## config.mk

```make
export PLATFORM = sky130hd
export DESIGN_NAME = npu_result_collector_flat
export DESIGN_NICKNAME = d
export VERILOG_FILES = /design/src/rtl/npu_result_collector_if.sv /design/src/rtl/npu_result_collector.sv /design/src/flat_wrapper.sv
export SDC_FILE = /design/constraint.sdc
export NUM_CORES = 1
export LEC_CHECK = 0
export ABC_AREA = 1
export CAP_MARGIN = 20
export CELL_PAD_IN_SITES_DETAIL_PLACEMENT = 1
export CELL_PAD_IN_SITES_GLOBAL_PLACEMENT = 2
export CORE_MARGIN = 3
export CORE_UTILIZATION = 38
export DETAILED_ROUTE_END_ITERATION = 12
export PLACE_DENSITY_LB_ADDON = 0.08
export SLEW_MARGIN = 10
export SYNTH_ARGS = -nofsm -noshare
export SYNTH_HDL_FRONTEND = slang
export SYNTH_SLANG_ARGS = --single-unit
```

## constraint.sdc

```tcl
create_clock -name sys_clk -period 3.6 [get_ports sys_clk]
set_input_delay 1.08 -clock sys_clk [delete_from_list [all_inputs] [get_ports sys_clk]]
set_output_delay 1.08 -clock sys_clk [all_outputs]
set_load 0.01 [all_outputs]
```

## src/rtl/npu_result_collector_if.sv

```systemverilog
// NPU result stream plus PS-side read port of npu_result_collector.
// The collector takes the slave view; the NPU/PS side (or a bench) takes the master view.
interface npu_result_collector_if #(
  parameter int DATA_W = 16
);
  logic [DATA_W-1:0] in_data;
  logic              in_vld;
  logic              rd_req;
  logic [DATA_W-1:0] rd_data;
  logic              rd_vld;

  modport master (output in_data, in_vld, rd_req, input  rd_data, rd_vld);
  modport slave  (input  in_data, in_vld, rd_req, output rd_data, rd_vld);
endinterface

```

## src/rtl/npu_result_collector.sv

```systemverilog
// Receive-side sink for NPU inference results: FIFO buffer, per-run count, error flags.
// Optional RESULT_CHECKSUM_EN adds a wrapping 16-bit sum of accepted words (chk_sum/chk_vld).
module npu_result_collector #(
  parameter int DATA_W      = 16,
  parameter int NUM_RESULTS = 43,
  parameter int DEPTH       = 64,
  parameter int TIMEOUT_CYC = 262144
) (
  input  logic                   sys_clk,
  input  logic                   rst,
  input  logic                   arm,
  npu_result_collector_if.slave  bus,
  output logic [$clog2(DEPTH):0] level,
  output logic [6:0]             rx_cnt,
  output logic                   busy,
  output logic                   done,
  output logic                   err_ovf,
  output logic                   err_stray,
  output logic                   err_tmo
`ifdef RESULT_CHECKSUM_EN
  ,
  output logic [15:0]            chk_sum,
  output logic                   chk_vld
`endif
);
  localparam int AW = $clog2(DEPTH);
  localparam int LW = AW + 1;
  localparam int GW = $clog2(TIMEOUT_CYC) + 1;

  typedef enum logic [1:0] {S_IDLE, S_COLLECT, S_DONE, S_TMO} state_e;

  state_e            state_q;
  logic              busy_q, done_q;
  logic [DATA_W-1:0] mem [DEPTH];
  logic [AW-1:0]     wr_ptr_q, wr_ptr_d;
  logic [AW-1:0]     rd_ptr_q, rd_ptr_d;
  logic [LW-1:0]     level_q, level_d;
  logic [6:0]        rx_cnt_q, rx_cnt_d;
  logic [GW-1:0]     gap_q, gap_d;
  logic              err_ovf_q, err_ovf_d;
  logic              err_stray_q, err_stray_d;
  logic              err_tmo_q, err_tmo_d;
  logic [DATA_W-1:0] rd_data_q;
  logic              rd_vld_q;

  logic in_coll, full, empty, pop, wr_try, push, last, tmo_fire;

  assign in_coll  = (state_q == S_COLLECT);
  assign full     = (level_q == LW'(DEPTH));
  assign empty    = (level_q == '0);
  assign pop      = bus.rd_req && !empty;
  // arm wins over a same-cycle word: the run restarts and that word is ignored
  assign wr_try   = in_coll && bus.in_vld && !arm;
  assign push     = wr_try && (!full || pop);
  assign last     = push && (rx_cnt_q == 7'(NUM_RESULTS - 1));
  assign tmo_fire = in_coll && !arm && !bus.in_vld && (gap_q == GW'(TIMEOUT_CYC - 1));

  always_comb begin
    wr_ptr_d    = wr_ptr_q;
    rd_ptr_d    = rd_ptr_q;
    level_d     = level_q;
    rx_cnt_d    = rx_cnt_q;
    gap_d       = gap_q;
    err_ovf_d   = err_ovf_q;
    err_stray_d = err_stray_q;
    err_tmo_d   = err_tmo_q;
    if (arm) begin
      wr_ptr_d    = '0;
      rd_ptr_d    = '0;
      level_d     = '0;
      rx_cnt_d    = '0;
      gap_d       = '0;
      err_ovf_d   = 1'b0;
      err_stray_d = 1'b0;
      err_tmo_d   = 1'b0;
    end else begin
      if (push) wr_ptr_d = wr_ptr_q + AW'(1);
      if (pop)  rd_ptr_d = rd_ptr_q + AW'(1);
      level_d = level_q + LW'(push) - LW'(pop);
      if (push && rx_cnt_q != 7'(NUM_RESULTS)) rx_cnt_d = rx_cnt_q + 7'd1;
      if (in_coll) begin
        if (bus.in_vld)                       gap_d = '0;
        else if (gap_q != GW'(TIMEOUT_CYC-1)) gap_d = gap_q + GW'(1);
      end
      if (wr_try && full && !pop)   err_ovf_d   = 1'b1;
      if (bus.in_vld && !in_coll)   err_stray_d = 1'b1;
      if (tmo_fire)                 err_tmo_d   = 1'b1;
    end
  end

  always_ff @(posedge sys_clk) begin
    if (rst) begin
      wr_ptr_q    <= '0;
      rd_ptr_q    <= '0;
      level_q     <= '0;
      rx_cnt_q    <= '0;
      gap_q       <= '0;
      err_ovf_q   <= 1'b0;
      err_stray_q <= 1'b0;
      err_tmo_q   <= 1'b0;
    end else begin
      wr_ptr_q    <= wr_ptr_d;
      rd_ptr_q    <= rd_ptr_d;
      level_q     <= level_d;
      rx_cnt_q    <= rx_cnt_d;
      gap_q       <= gap_d;
      err_ovf_q   <= err_ovf_d;
      err_stray_q <= err_stray_d;
      err_tmo_q   <= err_tmo_d;
    end
  end

  // Storage is not reset; the pointers alone define what is valid.
  always_ff @(posedge sys_clk) begin
    if (push) mem[wr_ptr_q] <= bus.in_data;
  end

  // On a full-FIFO push+pop both pointers alias; the read sees the old head.
  always_ff @(posedge sys_clk) begin
    if (rst) begin
      rd_data_q <= '0;
      rd_vld_q  <= 1'b0;
    end else begin
      rd_vld_q <= pop;
      if (pop) rd_data_q <= mem[rd_ptr_q];
    end
  end

  always_ff @(posedge sys_clk) begin
    if (rst) begin
      state_q <= S_IDLE;
      busy_q  <= 1'b0;
      done_q  <= 1'b0;
    end else if (arm) begin
      state_q <= S_COLLECT;
      busy_q  <= 1'b1;
      done_q  <= 1'b0;
    end else begin
      case (state_q)
        S_COLLECT: begin
          if (last) begin
            state_q <= S_DONE;
            busy_q  <= 1'b0;
            done_q  <= 1'b1;
          end else if (tmo_fire) begin
            state_q <= S_TMO;
            busy_q  <= 1'b0;
          end
        end
        default: ;
      endcase
    end
  end

`ifdef RESULT_CHECKSUM_EN
  logic [15:0] chk_sum_q;

  always_ff @(posedge sys_clk) begin
    if (rst || arm)  chk_sum_q <= '0;
    else if (push)   chk_sum_q <= chk_sum_q + 16'(bus.in_data);
  end

  assign chk_sum = chk_sum_q;
  assign chk_vld = done_q;
`endif

  assign bus.rd_data = rd_data_q;
  assign bus.rd_vld  = rd_vld_q;
  assign level       = level_q;
  assign rx_cnt      = rx_cnt_q;
  assign busy        = busy_q;
  assign done        = done_q;
  assign err_ovf     = err_ovf_q;
  assign err_stray   = err_stray_q;
  assign err_tmo     = err_tmo_q;

endmodule

```

## src/flat_wrapper.sv

```systemverilog
// flat-port wrapper written by rule: the top's interface ports become plain ports
module npu_result_collector_flat 
#(
  parameter int DATA_W      = 16,
  parameter int NUM_RESULTS = 43,
  parameter int DEPTH       = 64,
  parameter int TIMEOUT_CYC = 262144
)
  (sys_clk, rst, arm, level, rx_cnt, busy, done, err_ovf, err_stray, err_tmo, bus_in_data, bus_in_vld, bus_rd_req, bus_rd_data, bus_rd_vld);
  npu_result_collector_if #(.DATA_W(DATA_W)) bus_i ();
  input  logic sys_clk;
  input  logic rst;
  input  logic arm;
  output logic [$clog2(DEPTH):0] level;
  output logic [6:0] rx_cnt;
  output logic busy;
  output logic done;
  output logic err_ovf;
  output logic err_stray;
  output logic err_tmo;
  input wire logic [$bits(bus_i.in_data)-1:0] bus_in_data;
  input wire logic [$bits(bus_i.in_vld)-1:0] bus_in_vld;
  input wire logic [$bits(bus_i.rd_req)-1:0] bus_rd_req;
  output wire logic [$bits(bus_i.rd_data)-1:0] bus_rd_data;
  output wire logic [$bits(bus_i.rd_vld)-1:0] bus_rd_vld;
  assign bus_i.in_data = bus_in_data;
  assign bus_i.in_vld = bus_in_vld;
  assign bus_i.rd_req = bus_rd_req;
  assign bus_rd_data = bus_i.rd_data;
  assign bus_rd_vld = bus_i.rd_vld;
  npu_result_collector #(.DATA_W(DATA_W), .NUM_RESULTS(NUM_RESULTS), .DEPTH(DEPTH), .TIMEOUT_CYC(TIMEOUT_CYC)) u_core (.sys_clk(sys_clk), .rst(rst), .arm(arm), .bus(bus_i), .level(level), .rx_cnt(rx_cnt), .busy(busy), .done(done), .err_ovf(err_ovf), .err_stray(err_stray), .err_tmo(err_tmo));
endmodule
```

Word level (Yosys, flattened, before mapping)
Memory sizes are Yosys's and may differ from the RTL's. A register that Yosys moved wholly into a read port is not among the register bits.
Cells that the tools add are included.
- flip-flop bits (word level): 53
- latch bits: 0
- memory bits (writable): 1024
- bits in read-only memories: 0
- input bits: 21
- output and inout port bits: 36
- memories kept: 1
- memory list (name ; depth ; width ; read ports ; clocked after memory_dff ; write ports ; RTL line ; source):
    u_core.mem ; 64 ; 16 ; 1 ; 1 ; 1 ; npu_result_collector.sv:34 ; logic [DATA_W-1:0] mem [DEPTH];
- $add $sub $neg: 6
- multipliers: 0
- divide/modulo/power cells: 0
- magnitude comparators: 0
- eq/ne operators: 6
- shifts and indexed selects: 0
- multiplexer cells: 12
- bitwise logic cells: 0
- reductions and logical operators: 29
- operators with widths (kind ; count):
    two-way mux 19 bit ; 2
    adder 19 x 1 -> 19 bit, second input constant ; 1
    == test 19 x 18 -> 1 bit, second input constant ; 1
    != test 19 x 18 -> 1 bit, second input constant ; 1
    adder 6 x 1 -> 6 bit, second input constant ; 2
    logical AND 1 bit ; 12
    two-way mux 1 bit ; 8
    AND reduction 2 bit ; 4
    adder 7 x 1 -> 7 bit ; 1
    adder 7 x 1 -> 7 bit, second input constant ; 1
    == test 7 x 6 -> 1 bit, second input constant ; 1
    == test 7 bit, second input constant ; 1
    zero test 7 bit ; 1
    != test 7 x 6 -> 1 bit, second input constant ; 1
    subtractor 7 x 1 -> 7 bit ; 1
    zero test 1 bit ; 6
    nonzero test 2 bit ; 3
    two-way mux 2 bit ; 2
    nonzero test 3 bit ; 1
    == test 2 x 1 -> 1 bit, second input constant ; 1
    OR reduction 2 bit ; 1
    logical OR 1 bit ; 1

Longest topological paths before layout
Gate-level depths: netlist of the first run.
- word-level depth: 9
- gate-level depth with buffers: 21

Least setup slack after synthesis of the first run
No wires, ideal clock.
- path type: input to register
- start point: input bus_rd_req
- end point: register u_core.level_q[6], in the netlist u_core.level[6]
- setup time: 0.115 ns
- arrival: 3.405 ns
- data required time: 3.485 ns
- setup slack: 0.080 ns
- stages: 16
- buffers on the path: 1
- path through: nand2_1 > clkinv_1 > clkbuf_1 > ha_1 > inv_1 > ha_1 > inv_1 > fa_1 > nor2_1 > o21ai_0 > nand2_1 > nand2_1 > nand2_1 > a21oi_1 > or2_2 > and2_1
- cells in the longest elaborated chain, start to end: 5
- RTL lines (element ; RTL line ; source):
    start, declared ; flat_wrapper.sv:23 ; input wire logic [$bits(bus_i.rd_req)-1:0] bus_rd_req;
    logical AND 1 bit * ; npu_result_collector.sv:51 ; assign pop = bus.rd_req && !empty;
    named net u_core.pop ; npu_result_collector.sv:46 ; logic in_coll, full, empty, pop, wr_try, push, last, tmo_fire;
    logical OR 1 bit ; npu_result_collector.sv:54 ; assign push = wr_try && (!full || pop);
    logical AND 1 bit ; npu_result_collector.sv:54 ;
    adder 7 x 1 -> 7 bit ; npu_result_collector.sv:79 ; level_d = level_q + LW'(push) - LW'(pop);
    subtractor 7 x 1 -> 7 bit * ; npu_result_collector.sv:79 ;
    end signal, assigned ; npu_result_collector.sv:104 ; level_q <= level_d;
    end, declared ; npu_result_collector.sv:37 ; logic [LW-1:0] level_q, level_d;
Mark *: on every way through the listed nets, which the timed path passes. The rest lies on a longest branch.
A chain may end at the register's enable or synchronous reset.

==> flow_summary_export.csv, run 1 <==
group,metric,value,unit
detailed_routing,wl,150.0,mm
place,placedCellCount,6022,
timing,finalMaxSlewViolations,0,
clocking,cts_root_buf,"clkbuf_16",
detailed_routing,vias,31860,
synthesis,synth_top_cell_by_area,"edfxtp_1",
clocking,cts_setup_buffers,0,
place,port-buffer-count,56,
clocking,htree_levels,3,
clocking,cts_buffers,121,
power_and_ir_drop,power_density,575.8,nW/µm²
clocking,clk_latency,0.71,ns
detailed_routing,drt_iter0_drc,2629,
timing,setup_viol,0,
setup_path,path_cells,"inv_16 -> buf_12 -> nand2_1 -> nand3_1 -> nand2_1 -> nand2_1 -> nand2_1 -> nor2_1 -> nand2_1 -> nand3_1 -> nand3_1 -> nand2_1 -> inv_1",
grt,grt_util_met1,33.47,%
cells_and_area,final_cell_count_no_fill,6257,
synthesis,syn_inst,4389,
floorplan,io-pin-count,57,
hold_path,hp-class,"flip-flop to flip-flop",
setup_path,critical_path.slowest_cell,"dfxtp_4",
synthesis,synth_seq_area_share,69.59,%
timing,layout_setup_ws,0.5807,ns
synthesis,synth_edf_count,1024,
floorplan,rows,127,
setup_path,worstPathArrival,3.66,ns
grt,grt-ovfl-total,0,
place,place_ws,-0.05275,ns
floorplan,dieArea,125700,µm²
grt,grt_use_met3,3.191,%
power_and_ir_drop,peakVddDrop,0.3677,mV
floorplan,die_y,354.6,µm
synthesis,synth_area_leaders,"edfxtp_1, nand2_1, nand3_1",
clocking,clkTransAtPathRegs,0.06,ns
detailed_routing,antenna_left,0,
synthesis,synthFlopType,"edfxtp_1",
cells_and_area,final_nets,4569,
grt,use_met2,38.78,%
grt,grt_start_max_net_pins,141,
clocking,cts_hold_buf,0,
floorplan,fp.dieW,354.6,µm
outcome,status,"finished clean",
synthesis,synth_fp_nets,4425,
floorplan,initial_utilization,38.38,%
clocking,cts_resized,0,
detailed_routing,vias_per_cell,5.092,
place,place_area,50020,µm²
timing,fin_crit,3.019,ns
synthesis,ys_seq_elements,1093,
grt,grt_pass1_vias,31960,
cells_and_area,areaGrowthSynthToFinish,16.67,%
clocking,tritoncts,"yes",
timing,fmax,331.2,MHz
setup_path,cpMostUsedCell,"nand2_1",
setup_path,cp-end-kind,"flip-flop",
timing,finalClockSkew,0.02031,ns
setup_path,cp-start-kind,"flip-flop",
setup_path,path_max_fanout,111,
synthesis,synth_top_area_share,66.60,%
synthesis,synth.cell_area,46170,µm²
grt,top_usage_layer,"met2",
timing,maxSlewHeadroom,28.22,%
timing,rsz0062_at_grt,"false",
grt,grt_pass1_wl,218.9,mm
synthesis,ys_types,36,
detailed_routing,wl_per_cell,23.98,µm
cells_and_area,layout-drive-gt1-share,8.860,%
synthesis,syn_area_per_cell,10.52,µm²
run,max-cap-violations,0,
setup_path,worstPathRequired,4.24,ns
synthesis,ys_warn_count,0,
timing,worst_pin_slew,1.076,ns
place,finalWeightedCongestion,0.7777,
place,place_hpwl,92.25,mm
timing,tns,0,ns
cells_and_area,final_cell_area,53870,µm²
floorplan,coreArea,120300,µm²
timing,final-hold-violation-count,0,
setup_path,crit_type,"flip-flop to flip-flop",
clocking,cts.path.max_buffers,3,
power_and_ir_drop,power.leakage,20.68,nW
synthesis,synthArstFlopShare,0,%
timing,whs,0.4581,ns
grt,grt_use_total,23.69,%
detailed_routing,route.detailed.drc,0,
detailed_routing,drt-pass1-iter-count,5,
clocking,cts_sinks,1093,
cells_and_area,nFillCells,13170,
grt,antenna_found_initial,4,
timing,finalCritPeriodShare,83.87,%
setup_path,slowest_delay,0.72,ns
[worst paths after layout]
check | slack [ns] | depth (start not counted) | endpoint | startpoint
hold / removal | 0.46 | 2 | u_core.done | u_core.done
hold reg to reg | 0.46 | 2 | u_core.done | u_core.done
setup / recovery | 0.58 | 13 | u_core.bus.rd_data[13] | u_core.rd_ptr_q[0]
setup reg to reg | 0.58 | 13 | u_core.bus.rd_data[13] | u_core.rd_ptr_q[0]
[flip-flops by register name (all words and copies together), names as in the netlist]
| register | flops |
|---|---|
| u_core.rx_cnt | 7 |
| u_core.gap_q | 19 |
| u_core.busy | 1 |
| u_core.err_ovf | 1 |
| u_core.bus.rd_vld | 1 |
| u_core.done | 1 |
| u_core.mem | 1024 |
| u_core.level | 7 |
| u_core.rd_ptr_q | 6 |
| u_core.state_q | 2 |
| u_core.err_tmo | 1 |
| u_core.err_stray | 1 |
| u_core.bus.rd_data | 16 |
| u_core.wr_ptr_q | 6 |
[where the power goes]
group,internal [mW],total [mW],switching [mW]
sequential,14.0,14.2,0.168
combinational,1.42,4.77,3.35
clock,7.01,12.1,5.06
total,22.4,31.0,8.57
[critical path: cells and delay by family (launching register included)]
| family | cells | cell delay [ns] |
|---|---|---|
| flip-flops | 1 | 0.72 |
| buffers and inverters | 3 | 0.65 |
| AND/OR/NAND/NOR | 10 | 1.34 |
[kinds of logic (layout without fill, tap and decap cells)]
family          count (synthesis)  count (layout)  share of synthesized area, %
other cells                     0               6                             0
compound gates                195             195                         2.141
flops                        1093            1093                         69.59
simple gates                 2452            2452                         21.82
xor+xnor                        6               6                        0.1138
buf+inv                       628             878                         5.916
fa+ha+maj                      15              15                        0.4227
[cell usage after synthesis, types with 2 or more instances]
| library cell | n |
|---|---|
| a21oi_1 | 86 |
| inv_2 | 4 |
| inv_1 | 396 |
| clkinv_1 | 3 |
| clkbuf_1 | 72 |
| edfxtp_1 | 1024 |
| buf_1 | 18 |
| ha_1 | 14 |
| or2_2 | 3 |
| nand3_1 | 591 |
| and3_1 | 18 |
| nor2_1 | 422 |
| nand4_1 | 11 |
| buf_2 | 89 |
| dfxtp_1 | 69 |
| xor2_1 | 5 |
| o21ai_0 | 103 |
| nand2_1 | 1378 |
| nor3_1 | 20 |
| buf_4 | 20 |
| nor3b_1 | 2 |
| and2_1 | 2 |
| a31oi_1 | 2 |
| nand2_2 | 3 |
| buf_6 | 23 |
[layout by cell type (no fill, tap or decap), types with 16 or more instances in the layout]
cell and instances:
nor2_1 404, nand2_1 1377, clkbuf_16 125, clkinv_2 22, nor3_1 18, a21oi_1 86
buf_2 16, nand3_1 591, buf_12 84, dfxtp_1 65, buf_4 105, and3_1 18
nor2_2 19, edfxtp_1 1024, inv_1 393, clkinv_1 25, o21ai_0 103, clkbuf_1 41
clkdlybuf4s50_1 40
[layout make-up]
cell class | count | area, µm² | share of cell area, %
Inverter | 404 | 1540 | 2.859
Multi-Input combinational cell | 2668 | 11370 | 21.10
Clock buffer | 175 | 3406 | 6.323
Clock inverter | 54 | 427.9 | 0.7944
Sequential cell | 1093 | 32140 | 59.67
Tap cell | 1612 | 2017 | 3.744
Timing Repair Buffer | 245 | 2950 | 5.477
Antenna cell | 6 | 15.01 | 0.02787
[routing by layer]
layer,share of wire (%),wire length (µm),vias up
met5,0.0087,13,-
met4,2.4,3673,2
met3,4.1,6195,191
met2,47,70970,583
met1,46,69180,16170
li1,-,-,14920
[metrics by stage]
step | utilization, % | power (mW)
final | 44.78 | 31.02
after global routing | 44.77 | 32.34
after CTS | 44.77 | 31.37
after detailed placement | 41.58 | 19.29
after global placement | 41.58 | 19.26
after floorplan | - | 17.08
No activity file was read; power rests on OpenSTA's default activity.
==> inputs of run 2 (changes only) <==
--- a/config.mk
+++ b/config.mk
@@ -10,7 +10,7 @@
 export CELL_PAD_IN_SITES_DETAIL_PLACEMENT = 1
 export CELL_PAD_IN_SITES_GLOBAL_PLACEMENT = 2
 export CORE_MARGIN = 3
-export CORE_UTILIZATION = 38
+export CORE_UTILIZATION = 42
 export DETAILED_ROUTE_END_ITERATION = 12
 export PLACE_DENSITY_LB_ADDON = 0.08
 export SLEW_MARGIN = 10
==> constraint.sdc (replaced) <==
create_clock -name sys_clk -period 3 [get_ports sys_clk]
set_input_delay 0.9 -clock sys_clk [delete_from_list [all_inputs] [get_ports sys_clk]]
set_output_delay 0.9 -clock sys_clk [all_outputs]
set_load 0.01 [all_outputs]
==> run 2 against run 1 <==
  * Sequential share of layout area is 0.19 points lower
  * Non-clock buffer count rose by 49
  * Global-route usage rose by 2.0 points
  * Die area down 9.4%
  * Cell count shrank 2.6%
  * Flip-flop and latch count unchanged
==> flow_summary_export.csv, run 2 (same netlist as run 1, synthesis figures left out) <==
group,metric,value,unit
setup_path,worstPathArrival,3.39,ns
run,max-cap-violations,0,
clocking,cts_buffers,117,
floorplan,dieArea,113900,µm²
setup_path,path_max_fanout,2,
floorplan,coreArea,109000,µm²
timing,finalCritPeriodShare,92.79,%
place,port-buffer-count,56,
clocking,cts_hold_buf,0,
clocking,htree_levels,3,
detailed_routing,wl_per_cell,23.99,µm
floorplan,die_y,337.6,µm
setup_path,path_cells,"inv_2 -> ha_4 -> nand2_2 -> nor2_2 -> nand3_1 -> nand2_2 -> clkinv_2 -> ha_1 -> inv_1 -> ha_2 -> inv_2 -> fa_2 -> nor2_1 -> o21ai_1 -> nand2_1 -> nand2_1 -> nand2_2 -> a21oi_2 -> or2_4 -> and2_4",
timing,fin_crit,2.784,ns
power_and_ir_drop,power.leakage,20.94,nW
hold_path,hp-class,"flip-flop to flip-flop",
setup_path,cp-end-kind,"flip-flop",
floorplan,io-pin-count,57,
cells_and_area,areaGrowthSynthToFinish,17.05,%
detailed_routing,drt-pass1-iter-count,5,
grt,grt_start_max_net_pins,99,
power_and_ir_drop,power_density,690.0,nW/µm²
detailed_routing,route.detailed.drc,0,
setup_path,crit_type,"flip-flop to flip-flop",
grt,grt_pass1_vias,32730,
setup_path,crit_buf_inv,4,
cells_and_area,final_nets,4614,
clocking,cts.path.max_buffers,3,
detailed_routing,wl,146.3,mm
floorplan,rows,121,
setup_path,worstPathRequired,3.61,ns
timing,worst_pin_slew,1.002,ns
grt,antenna_found_initial,1,
cells_and_area,layout-drive-gt1-share,10.21,%
place,place_hpwl,92.97,mm
clocking,clkTransAtPathRegs,0.06,ns
clocking,tritoncts,"yes",
clocking,clk_latency,0.71,ns
place,finalWeightedCongestion,0.8160,
detailed_routing,vias_per_cell,5.229,
power_and_ir_drop,peakVddDrop,0.4925,mV
timing,rsz0062_at_grt,"false",
cells_and_area,layout_commonest_cell,"nand2_1",
timing,whs,0.4530,ns
clocking,cts_sinks,1093,
cells_and_area,largest_register_ffs,1024,
grt,grt_pass1_wl,214.2,mm
cells_and_area,largest-register,"u_core.mem",
floorplan,initial_utilization,42.36,%
timing,final-hold-violation-count,0,
clocking,cts_root_buf,"clkbuf_16",
timing,finalMaxSlewViolations,0,
setup_path,cpMostUsedCell,"nand2_2",
grt,grt_use_total,25.67,%
cells_and_area,mostFrequentLayoutCells,"nand2_1, edfxtp_1, nand3_1, nor2_1, inv_1",
setup_path,slowest_delay,0.39,ns
timing,maxSlewHeadroom,33.13,%
setup_path,path_delay_family,"simple AND/OR/NAND/NOR gates",
timing,fmax,359.2,MHz
grt,grt-ovfl-total,0,
floorplan,fp.dieW,337.6,µm
detailed_routing,vias,31880,
setup_path,cp-start-kind,"flip-flop",
timing,setup_viol,0,
setup_path,critical_path.slowest_cell,"fa_2",
timing,finalClockSkew,0.02623,ns
power_and_ir_drop,p_total,37.29,mW
detailed_routing,drt_iter0_drc,2582,
detailed_routing,antenna_left,0,
outcome,status,"finished clean",
## run 2: area by class of cell
type	count	area, µm²
Inverter	404	1541
Tap cell	1414	1769
Clock buffer	150	3208
Multi-Input combinational cell	2668	11400
Fill cell	11720	54960
Clock inverter	71	604.3
Timing Repair Buffer	294	3368
Sequential cell	1093	32140
Antenna cell	3	7.507
## run 2: path summary, 6_finish.rpt
check	from	end	slack, ns	depth (start not counted)
max	u_core.level[3]	u_core.level[6]	0.22	20
min	u_core.done	u_core.done	0.45	2
max reg2reg	u_core.level[3]	u_core.level[6]	0.22	20
min reg2reg	u_core.done	u_core.done	0.45	2
## run 2: metrics by stage
stage	setup WS, ns	area, µm²	setup TNS, ns	std cells	util, %
after global placement	-0.4843	50170	-98.73	5870	46.02
after detailed placement	-0.4487	50170	-136.33	5870	46.02
after global routing	0.003463	54040	0	6094	49.57
final	0.2163	54040	0	6097	49.58
after floorplan	-0.1475	46190	-0.1475	4389	-
after CTS	0.05564	53980	0	6091	49.52
## run 2: worst reg2reg max path, delay by kind of cell, from the launching register on
family	cells	cell delay, ns
AO/OA/AOI/OAI	2	0.14
AND/OR/NAND/NOR	10	1.03
flip-flops	1	0.33
adder cells (fa/ha/maj)	4	0.97
buffers and inverters	4	0.24
## run 2: timing repair
| item | 4_1_cts | 5_1_grt |
|---|---|---|
| gates resized for setup | 0 | 16 |
| setup buffers | 0 | 3 |
| setup endpoints to repair | 0 | 1 |
## run 2: metal layers
metal  part of all wire (%)  vias up  routed length (µm)  track usage, %
met4                    2.5        0                3616           6.677
met2                     48      596               70880           43.12
met5                      0        -                   0               0
met3                    4.1      194                5979           3.514
li1                       -    14990                   -               -
met1                     45    16100               65790           35.19
## run 2: power by group
group / internal, mW / switching [mW] / leakage, nW
registers: 16.8 / 0.155 / 9.77
clock network: 8.36 / 6.04 / 1.87
logic: 1.88 / 4.03 / 9.31
total: 27.1 / 10.2 / 20.9
==> inputs of run 3 (changes only) <==
--- a/config.mk
+++ b/config.mk
@@ -10,7 +10,8 @@
 export CELL_PAD_IN_SITES_DETAIL_PLACEMENT = 1
 export CELL_PAD_IN_SITES_GLOBAL_PLACEMENT = 2
 export CORE_MARGIN = 3
-export CORE_UTILIZATION = 42
+export CORE_UTILIZATION = 38
+export CTS_CLUSTER_DIAMETER = 50
 export DETAILED_ROUTE_END_ITERATION = 12
 export PLACE_DENSITY_LB_ADDON = 0.08
 export SLEW_MARGIN = 10
==> constraint.sdc (replaced) <==
create_clock -name sys_clk -period 2.5 [get_ports sys_clk]
set_input_delay 0.75 -clock sys_clk [delete_from_list [all_inputs] [get_ports sys_clk]]
set_output_delay 0.75 -clock sys_clk [all_outputs]
set_load 0.01 [all_outputs]
==> run 3 against run 2 <==
  * The run now ends with negative setup slack left
  * First-iteration DRC count fell by 6.5%
  * Utilization fell by 2.5 points
  * Routed wire length rose by 3.4%
  * Sequential power rose by 20%
  * Worst hold slack got worse by 0.10 ns
  * Largest power group is now the clock network
  * Register-to-register slack got worse by 0.29 ns
  * Combinational power rose by 33%
  * Via count rose by 1.3%
==> flow_summary_export.csv, run 3 (same netlist as run 1, synthesis figures left out) <==
group,metric,value,unit
setup_path,cp-end-kind,"flip-flop",
timing,maxSlewHeadroom,49.77,%
setup_path,cp-start-kind,"flip-flop",
detailed_routing,vias_per_cell,5.039,
timing,final-hold-violation-count,0,
cells_and_area,largest_register_ffs,1024,
setup_path,worstPathRequired,3.13,ns
setup_path,reg2reg_slack,-0.07,ns
setup_path,reg2reg_to,"u_core.level[6]",
timing,tns,-0.07260,ns
clocking,tritoncts,"yes",
cells_and_area,areaGrowthSynthToFinish,22.60,%
hold_path,holdPathEnd,"u_core.mem[55][15]",
hold_path,hp-start,"bus_in_data[15]",
floorplan,die_y,354.6,µm
cells_and_area,final_cell_area,56610,µm²
clocking,cts_hold_buf,0,
grt,grt-ovfl-total,0,
timing,worst_pin_slew,0.7488,ns
clocking,cts.path.max_buffers,3,
setup_path,cp-startpoint,"u_core.level[3]",
cells_and_area,layout-drive-gt1-share,13.93,%
detailed_routing,drt_iter0_drc,2413,
grt,antenna_found_initial,4,
clocking,cts_buffers,145,
place,place_hpwl,94.41,mm
floorplan,dieArea,125700,µm²
grt,grt_pass1_wl,222.0,mm
clocking,htree_levels,4,
place,port-buffer-count,56,
place,finalWeightedCongestion,0.8146,
timing,finalCritPeriodShare,102.9,%
floorplan,coreArea,120300,µm²
timing,finalMaxSlewViolations,0,
timing,layout_setup_ws,-0.07260,ns
outcome,violations,"negative setup slack",
detailed_routing,route.detailed.drc,0,
cells_and_area,layout_commonest_cell,"nand2_1",
place,place_area,51590,µm²
setup_path,worstPathArrival,3.21,ns
hold_path,hp-class,"input pin to flip-flop",
detailed_routing,drt-pass1-iter-count,5,
power_and_ir_drop,power_density,863.4,nW/µm²
timing,rsz0062_at_grt,"true",
run,max-cap-violations,0,
clocking,clk_latency,0.75,ns
detailed_routing,vias,32300,
timing,setup_viol,1,
grt,grt_pass1_vias,33230,
floorplan,rows,127,
timing,fmax,388.7,MHz
detailed_routing,wl,151.3,mm
cells_and_area,mostFrequentLayoutCells,"nand2_1, edfxtp_1, nand3_1, inv_1, nor2_1",
detailed_routing,wl_per_cell,23.61,µm
power_and_ir_drop,power.leakage,22.02,nW
grt,grt_start_max_net_pins,65,
clocking,cts_sinks,1093,
detailed_routing,antenna_left,0,
floorplan,fp.dieW,354.6,µm
outcome,status,"finished, violations left",
floorplan,io-pin-count,57,
grt,grt_use_total,24.08,%
setup_path,path_max_fanout,2,
setup_path,rr_startpoint,"u_core.level[3]",
power_and_ir_drop,peakVddDrop,0.6587,mV
floorplan,initial_utilization,38.38,%
cells_and_area,largest-register,"u_core.mem",
setup_path,rr_worst_depth,21,
setup_path,crit_type,"flip-flop to flip-flop",
clocking,clkTransAtPathRegs,0.05,ns
timing,finalClockSkew,0.02765,ns
timing,fin_crit,2.573,ns
clocking,cts_root_buf,"clkbuf_16",
hold_path,hold_path_depth,1,
cells_and_area,final_nets,4721,
[run 3: changes by cell type in the layout (fill, tap and decap cells not counted), moves of 10 or more]
cell | previous run | this run
clkinv_2 | 23 | 13
clkinv_1 | 32 | 16
nor2_2 | 19 | 46
clkdlybuf4s50_1 | 40 | 25
nor2_1 | 404 | 361
buf_4 | 150 | 190
buf_12 | 88 | 124
clkbuf_16 | 121 | 154
dlygate4sd2_1 | 0 | 11
nor2_4 | 0 | 16
clkinvlp_4 | 4 | 17
[run 3: timing repair]
action | in CTS | in global routing
buffers inserted | 6 | 0
pin swaps | 12 | 5
resized for setup | 34 | 34
endpoints found under the setup margin | 20 | 468
cloned | 0 | 1
[run 3: metal layers]
metal	track usage, %	routed length [µm]	vias to the layer above
met5	0	0	-
met4	7.246	4088	0
met3	3.283	6377	211
met2	39.85	72270	634
met1	33.06	68570	16200
li1	-	-	15250
[run 3: layout make-up]
cell class,count,area (µm²)
timing repair buffer,373,4425
fill,12860,63680
sequential,1093,32160
antenna,1,2.502
inverter,404,1545
tap,1612,2017
multi-input combinational,2668,11670
clock inverter,74,770.7
clock buffer,184,4016
[run 3: through the flow]
stage | power (mW) | instances | util, % | setup WS (ns) | hold WS [ns]
2_1_floorplan | 24.65 | 4389 | - | -0.4229 | 0.4411
3_3_place_gp | 28.39 | 6143 | 42.89 | -0.7684 | 0.4396
3_5_place_dp | 28.46 | 6143 | 42.89 | -0.7450 | 0.4513
4_1_cts | 49.37 | 6407 | 46.95 | -0.1477 | 0.2993
5_1_grt | 50.90 | 6408 | 47.06 | -0.2547 | 0.3297
6_report | 48.87 | 6409 | 47.06 | -0.07260 | 0.3509
[run 3: worst max-delay path by stage]
stage / endpoint / slack, ns / cells past startpoint
after detailed placement: u_core.level[6] / -0.75 / 16
final: u_core.level[6] / -0.07 / 21
after global placement: u_core.level[6] / -0.77 / 16
after floorplan: u_core.level[6] / -0.42 / 21
after global routing: u_core.level[6] / -0.25 / 21
after CTS: u_core.level[6] / -0.15 / 20
[run 3: critical path: stages (launching register included)]
cell and delay (ns):
dfxtp_2 0.32, inv_2 0.07, ha_4 0.14, nand2_4 0.05, nor2_4 0.09, nand3_2 0.07
nand2_2 0.10, clkinv_4 0.06, ha_4 0.26, inv_2 0.04, ha_4 0.15, inv_2 0.05
fa_2 0.21, nor2_2 0.04, o21ai_1 0.12, nand2_1 0.09, nand2_1 0.06, nand2_1 0.06
a21oi_2 0.16, buf_4 0.13, a21oi_2 0.04, and2_4 0.16
[run 3: report_power, final]
group          switching [mW]  leakage [nW]  internal [mW]
logic                    5.13          9.96           2.72
registers               0.184          9.77           20.2
clock network            8.01          2.29           12.6
total                    13.3          22.0           35.5
